**config.mk**
```make
export PLATFORM = sky130hd
export DESIGN_NAME = if_fetch_addr_gen
export DESIGN_NICKNAME = d
export VERILOG_FILES = /design/src/rtl/if_fetch_addr_gen.sv
export SDC_FILE = /design/constraint.sdc
export NUM_CORES = 1
export LEC_CHECK = 0
export BUFFER_PORTS_ARGS = -buffer_cell sky130_fd_sc_hd__buf_2
export CORE_MARGIN = 2
export CORE_UTILIZATION = 35
export CTS_CLUSTER_DIAMETER = 150
export DETAILED_ROUTE_END_ITERATION = 10
export HOLD_SLACK_MARGIN = 0.15
export SLEW_MARGIN = 20
export SYNTH_ARGS = -nofsm -noshare
export SYNTH_HDL_FRONTEND = slang
export SYNTH_SLANG_ARGS = --single-unit
```
**constraint.sdc**
```tcl
create_clock -name clk_i -period 6.35 [get_ports clk_i]
set_clock_uncertainty 0.1 [all_clocks]
set_input_delay 0.635 -clock clk_i [delete_from_list [all_inputs] [get_ports clk_i]]
set_output_delay 0.635 -clock clk_i [all_outputs]
set_load 0.01 [all_outputs]
```
**src/rtl/if_fetch_addr_gen.sv**
```systemverilog
// if_fetch_addr_gen: fetch PC owner, req/gnt issue, response FIFO to decode.
// Define IF_FETCH_PERF_EN to add stall/discard performance counters.
module if_fetch_addr_gen #(
  parameter int unsigned AW    = 32,
  parameter int unsigned DW    = 32,
  parameter int unsigned DEPTH = 2
) (
  input  logic          clk_i,
  input  logic          rst_i,
  input  logic          en_i,
  input  logic [AW-1:0] boot_addr_i,
  input  logic          pc_set_i,
  input  logic [AW-1:0] pc_addr_i,
  output logic          instr_req_o,
  output logic [AW-1:0] instr_addr_o,
  input  logic          instr_gnt_i,
  input  logic          instr_rvalid_i,
  input  logic [DW-1:0] instr_rdata_i,
  output logic          fetch_valid_o,
  input  logic          fetch_ready_i,
  output logic [AW-1:0] fetch_addr_o,
  output logic [DW-1:0] fetch_rdata_o,
`ifdef IF_FETCH_PERF_EN
  output logic [31:0]   perf_stall_cnt_o,
  output logic [31:0]   perf_discard_cnt_o,
`endif
  output logic          busy_o
);

  localparam int unsigned PW = (DEPTH > 1) ? $clog2(DEPTH) : 1;
  localparam int unsigned CW = $clog2(DEPTH + 1);
  localparam logic [AW-1:0] INC = AW'(DW / 8);

  typedef enum logic [1:0] {BOOT, IDLE, FETCH} state_e;

  state_e        state_q, state_d;
  logic [AW-1:0] pc_q, pc_d;
  logic [CW-1:0] outst_q, outst_d;
  logic [CW-1:0] disc_q, disc_d;
  logic [CW-1:0] fcnt_q, fcnt_d;
  logic          pend_q, pend_d;
  logic [PW-1:0] aq_wr_q, aq_rd_q;
  logic [PW-1:0] f_wr_q, f_rd_q;
  logic [AW-1:0] aq_q [DEPTH];
  logic [AW-1:0] fa_q [DEPTH];
  logic [DW-1:0] fd_q [DEPTH];

  logic [CW:0] cnt;
  logic        redir, rv, drop, req, gnt, push, pop;

  function automatic logic [PW-1:0] nxt(input logic [PW-1:0] p);
    return (32'(p) == DEPTH - 1) ? '0 : p + PW'(1);
  endfunction

  assign cnt   = (CW+1)'(outst_q) + (CW+1)'(fcnt_q);
  assign redir = pc_set_i && (state_q != BOOT);
  assign rv    = instr_rvalid_i && (outst_q != '0);
  assign drop  = rv && (disc_q != '0);
  // pend_q keeps an ungranted request alive even after en_i drops
  assign req   = !rst_i && (state_q == FETCH)
               && (cnt < (CW+1)'(DEPTH)) && (en_i || pend_q);
  assign gnt   = req && instr_gnt_i;
  assign push  = rv && !drop && !redir;
  assign pop   = fetch_valid_o && fetch_ready_i && !redir;

  assign instr_req_o   = req;
  assign instr_addr_o  = rst_i ? '0 : pc_q;
  assign fetch_valid_o = !rst_i && (fcnt_q != '0);
  assign fetch_addr_o  = fetch_valid_o ? fa_q[f_rd_q] : '0;
  assign fetch_rdata_o = fetch_valid_o ? fd_q[f_rd_q] : '0;
  assign busy_o = !rst_i && ((outst_q != '0) || (fcnt_q != '0));

  always_comb begin
    state_d = state_q;
    pc_d    = pc_q;
    outst_d = outst_q;
    disc_d  = disc_q;
    fcnt_d  = fcnt_q;
    pend_d  = req && !instr_gnt_i;
    unique case (state_q)
      BOOT: begin
        pc_d    = boot_addr_i;
        state_d = IDLE;
      end
      IDLE:    if (en_i) state_d = FETCH;
      FETCH:   if (!en_i && !pend_d) state_d = IDLE;
      default: state_d = BOOT;
    endcase
    if (redir)    pc_d = pc_addr_i;
    else if (gnt) pc_d = pc_q + INC;
    if (gnt && !rv)      outst_d = outst_q + CW'(1);
    else if (!gnt && rv) outst_d = outst_q - CW'(1);
    if (drop)  disc_d = disc_q - CW'(1);
    // everything still in flight after a redirect belongs to the old path
    if (redir) disc_d = outst_d;
    if (redir)             fcnt_d = '0;
    else if (push && !pop) fcnt_d = fcnt_q + CW'(1);
    else if (!push && pop) fcnt_d = fcnt_q - CW'(1);
  end

  always_ff @(posedge clk_i) begin
    if (rst_i) begin
      state_q <= BOOT;
      pc_q    <= '0;
      outst_q <= '0;
      disc_q  <= '0;
      fcnt_q  <= '0;
      pend_q  <= 1'b0;
      aq_wr_q <= '0;
      aq_rd_q <= '0;
      f_wr_q  <= '0;
      f_rd_q  <= '0;
    end else begin
      state_q <= state_d;
      pc_q    <= pc_d;
      outst_q <= outst_d;
      disc_q  <= disc_d;
      fcnt_q  <= fcnt_d;
      pend_q  <= pend_d;
      if (gnt) aq_wr_q <= nxt(aq_wr_q);
      if (rv)  aq_rd_q <= nxt(aq_rd_q);
      if (redir) begin
        f_wr_q <= '0;
        f_rd_q <= '0;
      end else begin
        if (push) f_wr_q <= nxt(f_wr_q);
        if (pop)  f_rd_q <= nxt(f_rd_q);
      end
    end
  end

  always_ff @(posedge clk_i) begin
    if (gnt) aq_q[aq_wr_q] <= pc_q;
    if (push) begin
      fa_q[f_wr_q] <= aq_q[aq_rd_q];
      fd_q[f_wr_q] <= instr_rdata_i;
    end
  end

`ifdef IF_FETCH_PERF_EN
  logic [31:0] stall_q, dcnt_q;

  always_ff @(posedge clk_i) begin
    if (rst_i) begin
      stall_q <= '0;
      dcnt_q  <= '0;
    end else begin
      if (req && !instr_gnt_i && (stall_q != '1))
        stall_q <= stall_q + 32'd1;
      if (rv && (drop || redir) && (dcnt_q != '1))
        dcnt_q <= dcnt_q + 32'd1;
    end
  end

  assign perf_stall_cnt_o   = rst_i ? '0 : stall_q;
  assign perf_discard_cnt_o = rst_i ? '0 : dcnt_q;
`endif

endmodule

```
==> load_flow_metrics.sql, run 1 <==
INSERT INTO impl_metrics (metric_group, metric, value, unit) VALUES
('status', 'run_status', 'finished, final reports clean', ''),
('timing', 'hold_viol', '0', ''),
('placed_design', 'placement.io_buffers', '201', ''),
('routing', 'route.final.wire_length', '26800', 'um'),
('pwr', 'power_leakage', '4.61', 'nW'),
('die', 'core_region_area', '29500', 'sq um'),
('timing', 'grt_setup_unrepaired', 'no', ''),
('clock_tree', 'clock_tree_from_tritoncts', 'done', ''),
('synth', 'fraction_of_the_yosys_area_taken_by_sequential_cells', '64.3', '%'),
('synth', 'synth-edff-count', '192', ''),
('clock_tree', 'clockRootBuffer', 'clkbuf_16', ''),
('global_routing', 'congestion_overflow_gr', '0', ''),
('die', 'initial_utilization', '35.4', '%'),
('pwr', 'ir_worst_vdd', '0.000177', 'V'),
('clock_tree', 'cts_resizes', '0', ''),
('synth', 'synth-seq-cells', '239', ''),
('placed_design', 'post-dp-hpwl', '18200', 'um'),
('synth', 'async_reset_ff_share', '0', '%'),
('timing', 'fin_crit_sh', '60.5', '%'),
('pwr', 'p_per_area', '293', 'nW/um^2'),
('placed_design', 'place.gp.congestion', '0.834', ''),
('finish', 'nFillCells', '2792', ''),
('routing', 'vias', '7369', ''),
('timing', 'worst-slew-pin-transition', '1010', 'ps'),
('finish', 'drive_gt1_share', '28.9', '%'),
('hold_path', 'worst_hold_path_type', 'in2reg', ''),
('synth', 'synthesis.instances', '831', ''),
('die', 'design.portCount', '202', ''),
('job', 'cap_violations', '0', ''),
('timing', 'post-route-min-period', '3840', 'ps'),
('synth', 'ys_warn_count', '0', ''),
('setup_path', 'r2r_cells', '7', ''),
('synth', 'netlist-cell-type-count', '65', ''),
('setup_path', 'timing_worst_setup_path_type', 'in2out', ''),
('die', 'height_of_the_chip', '177', 'um'),
('synth', 'syn_avg_cell_area', '12.6', 'sq um'),
('clock_tree', 'ctsHoldBuffers', '0', ''),
('synth', 'synth.top_cell.area_share', '55.2', '%'),
('clock_tree', 'worst_skew_pair.late_latency', '540', 'ps'),
('hold_path', 'min_path_cells', '1', ''),
('timing', 'slew-limit-headroom', '32.7', '%'),
('placed_design', 'post-place-cells', '1380', ''),
('global_routing', 'globalRouteTotalUtil', '16.6', '%'),
('setup_path', 'crit_path_max_fanout', '82', ''),
('synth', 'synth.net_count', '939', ''),
('synth', 'most_frequent_cells_after_synthesis', 'edfxtp_1, nor2_1, mux2i_1', ''),
('timing', 'finalSetupViolCount', '0', ''),
('finish', 'antennaDiodeCount', '0', ''),
('routing', 'drt.antenna.violating_nets', '0', ''),
('clock_tree', 'postCtsSetupRepairBufs', '0', ''),
('setup_path', 'critical_path.startpoint', 'rst_i', ''),
('die', 'fp.dieArea', '31200', 'sq um'),
('synth', 'post-synth-top-area-cell', 'edfxtp_1', ''),
('synth', 'synth_top_flop_cell', 'edfxtp_1', ''),
('setup_path', 'cp.required', '5610', 'ps'),
('setup_path', 'crit_end', 'fetch_addr_o[25]', ''),
('clock_tree', 'clkSlewWorstSetupHoldPaths', '60', 'ps'),
('setup_path', 'r2r-start', 'fcnt_q[0]', ''),
('die', 'number_of_core_rows', '63', ''),
('setup_path', 'startpoint_type', 'input pin', ''),
('clock_tree', 'total_cts_buffers', '26', ''),
('clock_tree', 'cts_htree_levels', '1', ''),
('global_routing', 'antenna_found_initial', '1', ''),
('finish', 'syn_to_final_growth', '21.1', '%'),
('timing', 'timing.final.max_slew_violations', '0', ''),
('global_routing', 'grt_pass1_wl', '39900', 'um'),
('synth', 'mapped_area', '10400', 'sq um'),
('hold_path', 'worstHoldStart', 'instr_rdata_i[16]', ''),
('routing', 'via_per_inst', '5.16', ''),
('setup_path', 'category_of_the_worst_setup_path_capture_point', 'output port', ''),
('routing', 'drt-pass1-iter-count', '5', '');
kinds of logic (layout without fill, tap and decap cells):
kind of cell	count (synthesis)	after routing	share of synthesized area [%]
simple gates	266	266	12.2
compound gates	130	130	8.68
xor+xnor	19	19	1.59
flops	239	239	64.3
buf+inv	73	280	2.69
mux	99	99	9.88
fa+ha+maj	5	5	0.671
routing by layer:
| layer | wire length (um) | vias to the layer above | global-route usage (%) |
|---|---|---|---|
| met3 | 2040 | 29 | 3.39 |
| met5 | 9 | - | 0 |
| met2 | 12600 | 303 | 27.3 |
| li1 | - | 3471 | - |
| met1 | 11600 | 3564 | 22.8 |
| met4 | 434 | 2 | 3.72 |
state kept, by name, summed over array words and instances, names as in the netlist, named ones only:
signal	count
fcnt_q	2
f_rd_q	1
fd_q	64
state_q	2
pc_q	32
aq_rd_q	1
fa_q	64
pend_q	1
aq_wr_q	1
disc_q	2
outst_q	2
f_wr_q	1
aq_q	64
worst max-delay path: stages:
cell and delay, ps:
buf_2 70, buf_4 680, inv_1 450, o21ai_4 380, buf_4 520, nor2_1 110, buf_2 160
cell usage in the layout (no fill, tap or decap), types with 8 or more instances in the layout:
master / instances
nor4_1: 11
xnor2_1: 8
a22oi_1: 8
edfxtp_1: 192
mux2_2: 32
nor2_1: 126
a31oi_1: 9
o21ai_0: 17
a21oi_1: 30
buf_2: 201
xor2_1: 11
buf_4: 12
inv_1: 18
clkbuf_16: 26
mux2i_1: 67
nor3_1: 17
clkinv_1: 9
nor2b_1: 22
dfxtp_1: 46
nand3_1: 19
nand2_1: 29
worst min-delay path by stage:
stage / slack [ps] / to
detailed placement: 370 / aq_q[0][1]
CTS: 160 / fd_q[1][10]
global route: 160 / fd_q[0][12]
floorplan: 320 / aq_q[0][4]
finish: 190 / fd_q[0][16]
global placement: 370 / aq_q[0][1]
metrics by stage:
stage | hold slack (ps) | utilization [%] | cell area (sq um) | power, mW
global route | 163 | 42.9 | 12600 | 3.86
detailed placement | 367 | 40.2 | 11800 | 2.35
finish | 190 | 42.9 | 12600 | 3.70
global placement | 366 | 40.2 | 11800 | 2.34
CTS | 160 | 42.9 | 12600 | 3.74
floorplan | 324 | - | 10400 | 2.17
report_power, final:
| group | internal (mW) | switching, mW |
|---|---|---|
| Sequential | 1.79 | 0.0671 |
| Combinational | 0.189 | 0.272 |
| Clock | 0.790 | 0.597 |
area by class of cell:
| type | instances | area (sq um) | share of cell area (%) |
|---|---|---|---|
| Sequential cell | 239 | 6710 | 53.1 |
| Multi-Input combinational cell | 519 | 3480 | 27.5 |
| Timing Repair Buffer | 213 | 1100 | 8.67 |
| Clock buffer | 28 | 658 | 5.21 |
| Tap cell | 390 | 488 | 3.86 |
| Clock inverter | 20 | 135 | 1.07 |
| Inverter | 19 | 71.3 | 0.564 |
Power figures use the tool's default switching activity.
==> run 2: changes to the inputs <==
Settings changed: ABC_AREA set to 1.
Clock period 6.35 ns to 3.9 ns, I/O delays scaled along.
==> run 2 against run 1 <==
Net effect:
- routed wire length grew 3.0%
- non-clock buffer count grew 96
- power grew 80%
- cell count grew 24%
- die area grew 4.2%
- highest routed layer is now met4
- sequential power grew 68%
- clock-buffer cell count grew 2
- utilization grew 3.3 points
- final area grew 12%
- clock power grew 72%
- sequential share of layout area shrank 5.6 points
- first-iteration DRC count grew 7.7%
==> load_flow_metrics.sql, run 2 <==
INSERT INTO impl_metrics (metric_group, metric, value, unit) VALUES
('pwr', 'sequentialPowerShare', '46.6', '%'),
('timing', 'totalNegativeSetupSlack', '0', 'ps'),
('placed_design', 'place_area', '12400', 'sq um'),
('setup_path', 'critical_path.startpoint', 'fcnt_q[0]', ''),
('finish', 'layout_commonest_cell', 'nand2_1', ''),
('setup_path', 'cp_common_cell', 'nand2_1', ''),
('routing', 'via_per_inst', '4.68', ''),
('finish', 'antennaDiodeCount', '0', ''),
('pwr', 'total_switching_power', '1.78', 'mW'),
('die', 'chipWidth', '180', 'um'),
('finish', 'mostFrequentLayoutCells', 'nand2_1, buf_2, edfxtp_1', ''),
('setup_path', 'path_depth', '11', ''),
('die', 'number_of_core_rows', '64', ''),
('placed_design', 'placement.io_buffers', '201', ''),
('pwr', 'switching_share', '26.7', '%'),
('placed_design', 'place.gp.congestion', '0.887', ''),
('synth', 'synth.most_common_cell', 'nand2_1', ''),
('timing', 'worst_hold_slack', '168', 'ps'),
('global_routing', 'globalRouteTotalUtil', '16.5', '%'),
('clock_tree', 'clockRootBuffer', 'clkbuf_16', ''),
('setup_path', 'startpoint_type', 'flip-flop', ''),
('timing', 'hold_viol', '0', ''),
('setup_path', 'crit_path_max_fanout', '23', ''),
('die', 'core_region_area', '30600', 'sq um'),
('global_routing', 'grt_pass1_wl', '43200', 'um'),
('pwr', 'power_leakage', '6.14', 'nW'),
('job', 'cap_violations', '0', ''),
('setup_path', 'reg2reg_slack', '660', 'ps'),
('routing', 'post_drt_wl_per_cell', '15.5', 'um'),
('global_routing', 'congestion_overflow_gr', '0', ''),
('clock_tree', 'cts_htree_levels', '1', ''),
('global_routing', 'via_count_of_the_first_global_routing_pass', '8091', ''),
('routing', 'route.final.wire_length', '27600', 'um'),
('clock_tree', 'clock_sink_count', '239', ''),
('setup_path', 'r2r-start', 'fcnt_q[0]', ''),
('pwr', 'internal_power', '4.90', 'mW'),
('global_routing', 'pin_count_of_the_biggest_net_entering_global_routing', '66', ''),
('die', 'design.portCount', '202', ''),
('timing', 'grt_setup_unrepaired', 'no', ''),
('die', 'initial_utilization', '35.6', '%'),
('synth', 'synth-seq-cells', '239', ''),
('timing', 'clock.fmax', '0.309', 'GHz'),
('pwr', 'p_per_area', '473', 'nW/um^2'),
('clock_tree', 'total_cts_buffers', '25', ''),
('hold_path', 'worstHoldStart', 'boot_addr_i[18]', ''),
('placed_design', 'post-dp-hpwl', '18500', 'um'),
('routing', 'remaining_drc_errors', '0', ''),
('routing', 'top_signal_layer_used', 'met4', ''),
('hold_path', 'min_path_cells', '5', ''),
('die', 'height_of_the_chip', '180', 'um'),
('setup_path', 'worstPathCellList', 'nand2_1 -> inv_1 -> fa_1 -> nor3_4 -> nand3_2 -> inv_1 -> o21ai_0 -> o21ai_0 -> nand2_1 -> dlygate4sd3_1 -> nand2_1', ''),
('pwr', 'clockPowerShare', '35.8', '%'),
('finish', 'syn_to_final_growth', '29.6', '%'),
('hold_path', 'worst_hold_path_type', 'in2reg', ''),
('routing', 'vias', '8311', ''),
('routing', 'routed-wl-met3', '1730', 'um'),
('synth', 'synth.top_cell.area_share', '52.9', '%'),
('global_routing', 'antenna_found_initial', '0', ''),
('setup_path', 'category_of_the_worst_setup_path_capture_point', 'flip-flop', ''),
('finish', 'final_core_utilization', '46.2', '%'),
('setup_path', 'critPathTopFamily', 'buffers and inverters', ''),
('pwr', 'combinationalPowerShare', '17.6', '%'),
('status', 'run_status', 'finished, final reports clean', ''),
('setup_path', 'timing_worst_setup_path_type', 'reg2reg', ''),
('routing', 'm1WireLength', '12800', 'um'),
('timing', 'finalSetupViolCount', '0', ''),
('hold_path', 'min_to', 'pc_q[18]', ''),
('synth', 'ys_warn_count', '0', ''),
('placed_design', 'post-place-cells', '1639', ''),
('routing', 'met2RoutedLength', '12400', 'um'),
('clock_tree', 'worst_skew_pair.late_latency', '520', 'ps'),
('synth', 'post-synth-top-area-cell', 'edfxtp_1', ''),
('synth', 'mapped_area', '10900', 'sq um'),
('synth', 'netlist-cell-type-count', '30', ''),
('setup_path', 'crit_buf_inv', '3', ''),
('synth', 'synthesis.instances', '1068', ''),
('synth', 'fraction_of_the_yosys_area_taken_by_sequential_cells', '61.6', '%'),
('timing', 'timing.final.max_slew_violations', '0', ''),
('placed_design', 'preCtsSetupSlack', '1250', 'ps'),
('routing', 'drt_first_iter_violations', '547', ''),
('setup_path', 'cp.required', '4270', 'ps'),
('finish', 'finish.net_count', '1471', ''),
('synth', 'synth_top_flop_cell', 'edfxtp_1', ''),
('timing', 'post-route-min-period', '3240', 'ps'),
('clock_tree', 'clock_tree_from_tritoncts', 'done', ''),
('finish', 'fin_cells', '1777', ''),
('timing', 'worst-slew-pin-transition', '790', 'ps'),
('setup_path', 'crit_slowest_cell', 'inv_1', ''),
('timing', 'slew-limit-headroom', '47.3', '%'),
('setup_path', 'critPathArrivalTime', '3600', 'ps'),
('finish', 'largest_registers', 'aq_q: 64 flops, fa_q: 64 flops, fd_q: 64 flops', ''),
('synth', 'syn_avg_cell_area', '10.2', 'sq um'),
('die', 'fp.dieArea', '32500', 'sq um'),
('setup_path', 'peak_per_stage_delay_on_the_critical_path', '630', 'ps'),
('setup_path', 'crit-reg2reg-capture', 'pc_q[8]', ''),
('routing', 'drt-pass1-iter-count', '6', ''),
('timing', 'setup_ws', '662', 'ps'),
('synth', 'most_frequent_cells_after_synthesis', 'nand2_1, edfxtp_1, nor2_1', ''),
('synth', 'async_reset_ff_share', '0', '%'),
('pwr', 'report.power.total', '6.68', 'mW'),
('pwr', 'ir_worst_vdd', '0.000288', 'V'),
('clock_tree', 'clock_tree.buffer_depth', '3', ''),
('setup_path', 'r2r_cells', '11', ''),
('synth', 'synth.net_count', '1176', ''),
('routing', 'drt.antenna.violating_nets', '0', ''),
('finish', 'finalInstanceArea', '14100', 'sq um'),
('timing', 'fin_crit_sh', '83.0', '%'),
('finish', 'drive_gt1_share', '26.3', '%'),
('synth', 'yosys-top-cells-area', 'edfxtp_1, mux2_2, nand2_1, dfxtp_1, nor2_1', ''),
('synth', 'synth-edff-count', '192', ''),
('clock_tree', 'clkSlewWorstSetupHoldPaths', '70', 'ps');
-- run 2: layer usage --
metal	vias to the layer above	GRT usage (%)
li1	4095	-
met3	44	2.20
met5	-	0
met2	295	26.6
met1	3877	23.3
met4	0	4.87
-- run 2: area by class of cell --
cell class / instances / area [sq um]
clock buffers: 30 / 654
multi-input cells: 646 / 3500
clock inverters: 15 / 168
well taps: 396 / 495
repair buffers: 309 / 2060
inverters: 142 / 533
fillers: 2855 / 16500
flip-flops and latches: 239 / 6710
-- run 2: cells by family (layout without fill, tap and decap cells) --
logic type               after synthesis  in the layout  synth area share, %
multiplexers                          96             96                 9.93
XOR/XNOR                              12             12                0.965
flip-flops                           239            239                 61.6
AND/OR/NAND/NOR                      454            454                 16.5
buffers and inverters                183            496                 6.59
adder cells (fa/ha/maj)                5              5                0.643
AO/OA/AOI/OAI                         79             79                 3.75
-- run 2: worst register-to-register path: stages (launching register included) --
cell and delay, ps:
dfxtp_1 370, nand2_1 70, inv_1 60, fa_1 440, nor3_4 230, nand3_2 180
inv_1 630, o21ai_0 210, o21ai_0 190, nand2_1 70, dlygate4sd3_1 560, nand2_1 60
-- run 2: what timing repair did --
| item | 4_1_cts | 5_1_grt |
|---|---|---|
| endpoints found under the hold margin | 99 | 0 |
| gates resized for setup | 0 | 0 |
| setup buffers | 0 | 0 |
| hold buffers | 93 | 0 |
-- run 2: power by group through the flow --
| stage | logic [mW] | registers (mW) | clock network [mW] |
|---|---|---|---|
| global route | 1.31 | 3.13 | 2.55 |
| finish | 1.18 | 3.11 | 2.39 |
| floorplan | 0.727 | 3.12 | 0 |
| global placement | 1.09 | 3.15 | 0 |
| CTS | 1.19 | 3.11 | 2.45 |
| detailed placement | 1.09 | 3.16 | 0 |
-- run 2: how the worst max path moves through the flow --
stage,slack [ps],to
finish,660,pc_q[8]
global route,430,pc_q[8]
CTS,700,pc_q[8]
detailed placement,1250,fa_q[0][1]
global placement,1290,fa_q[0][1]
floorplan,540,aq_q[0][0]
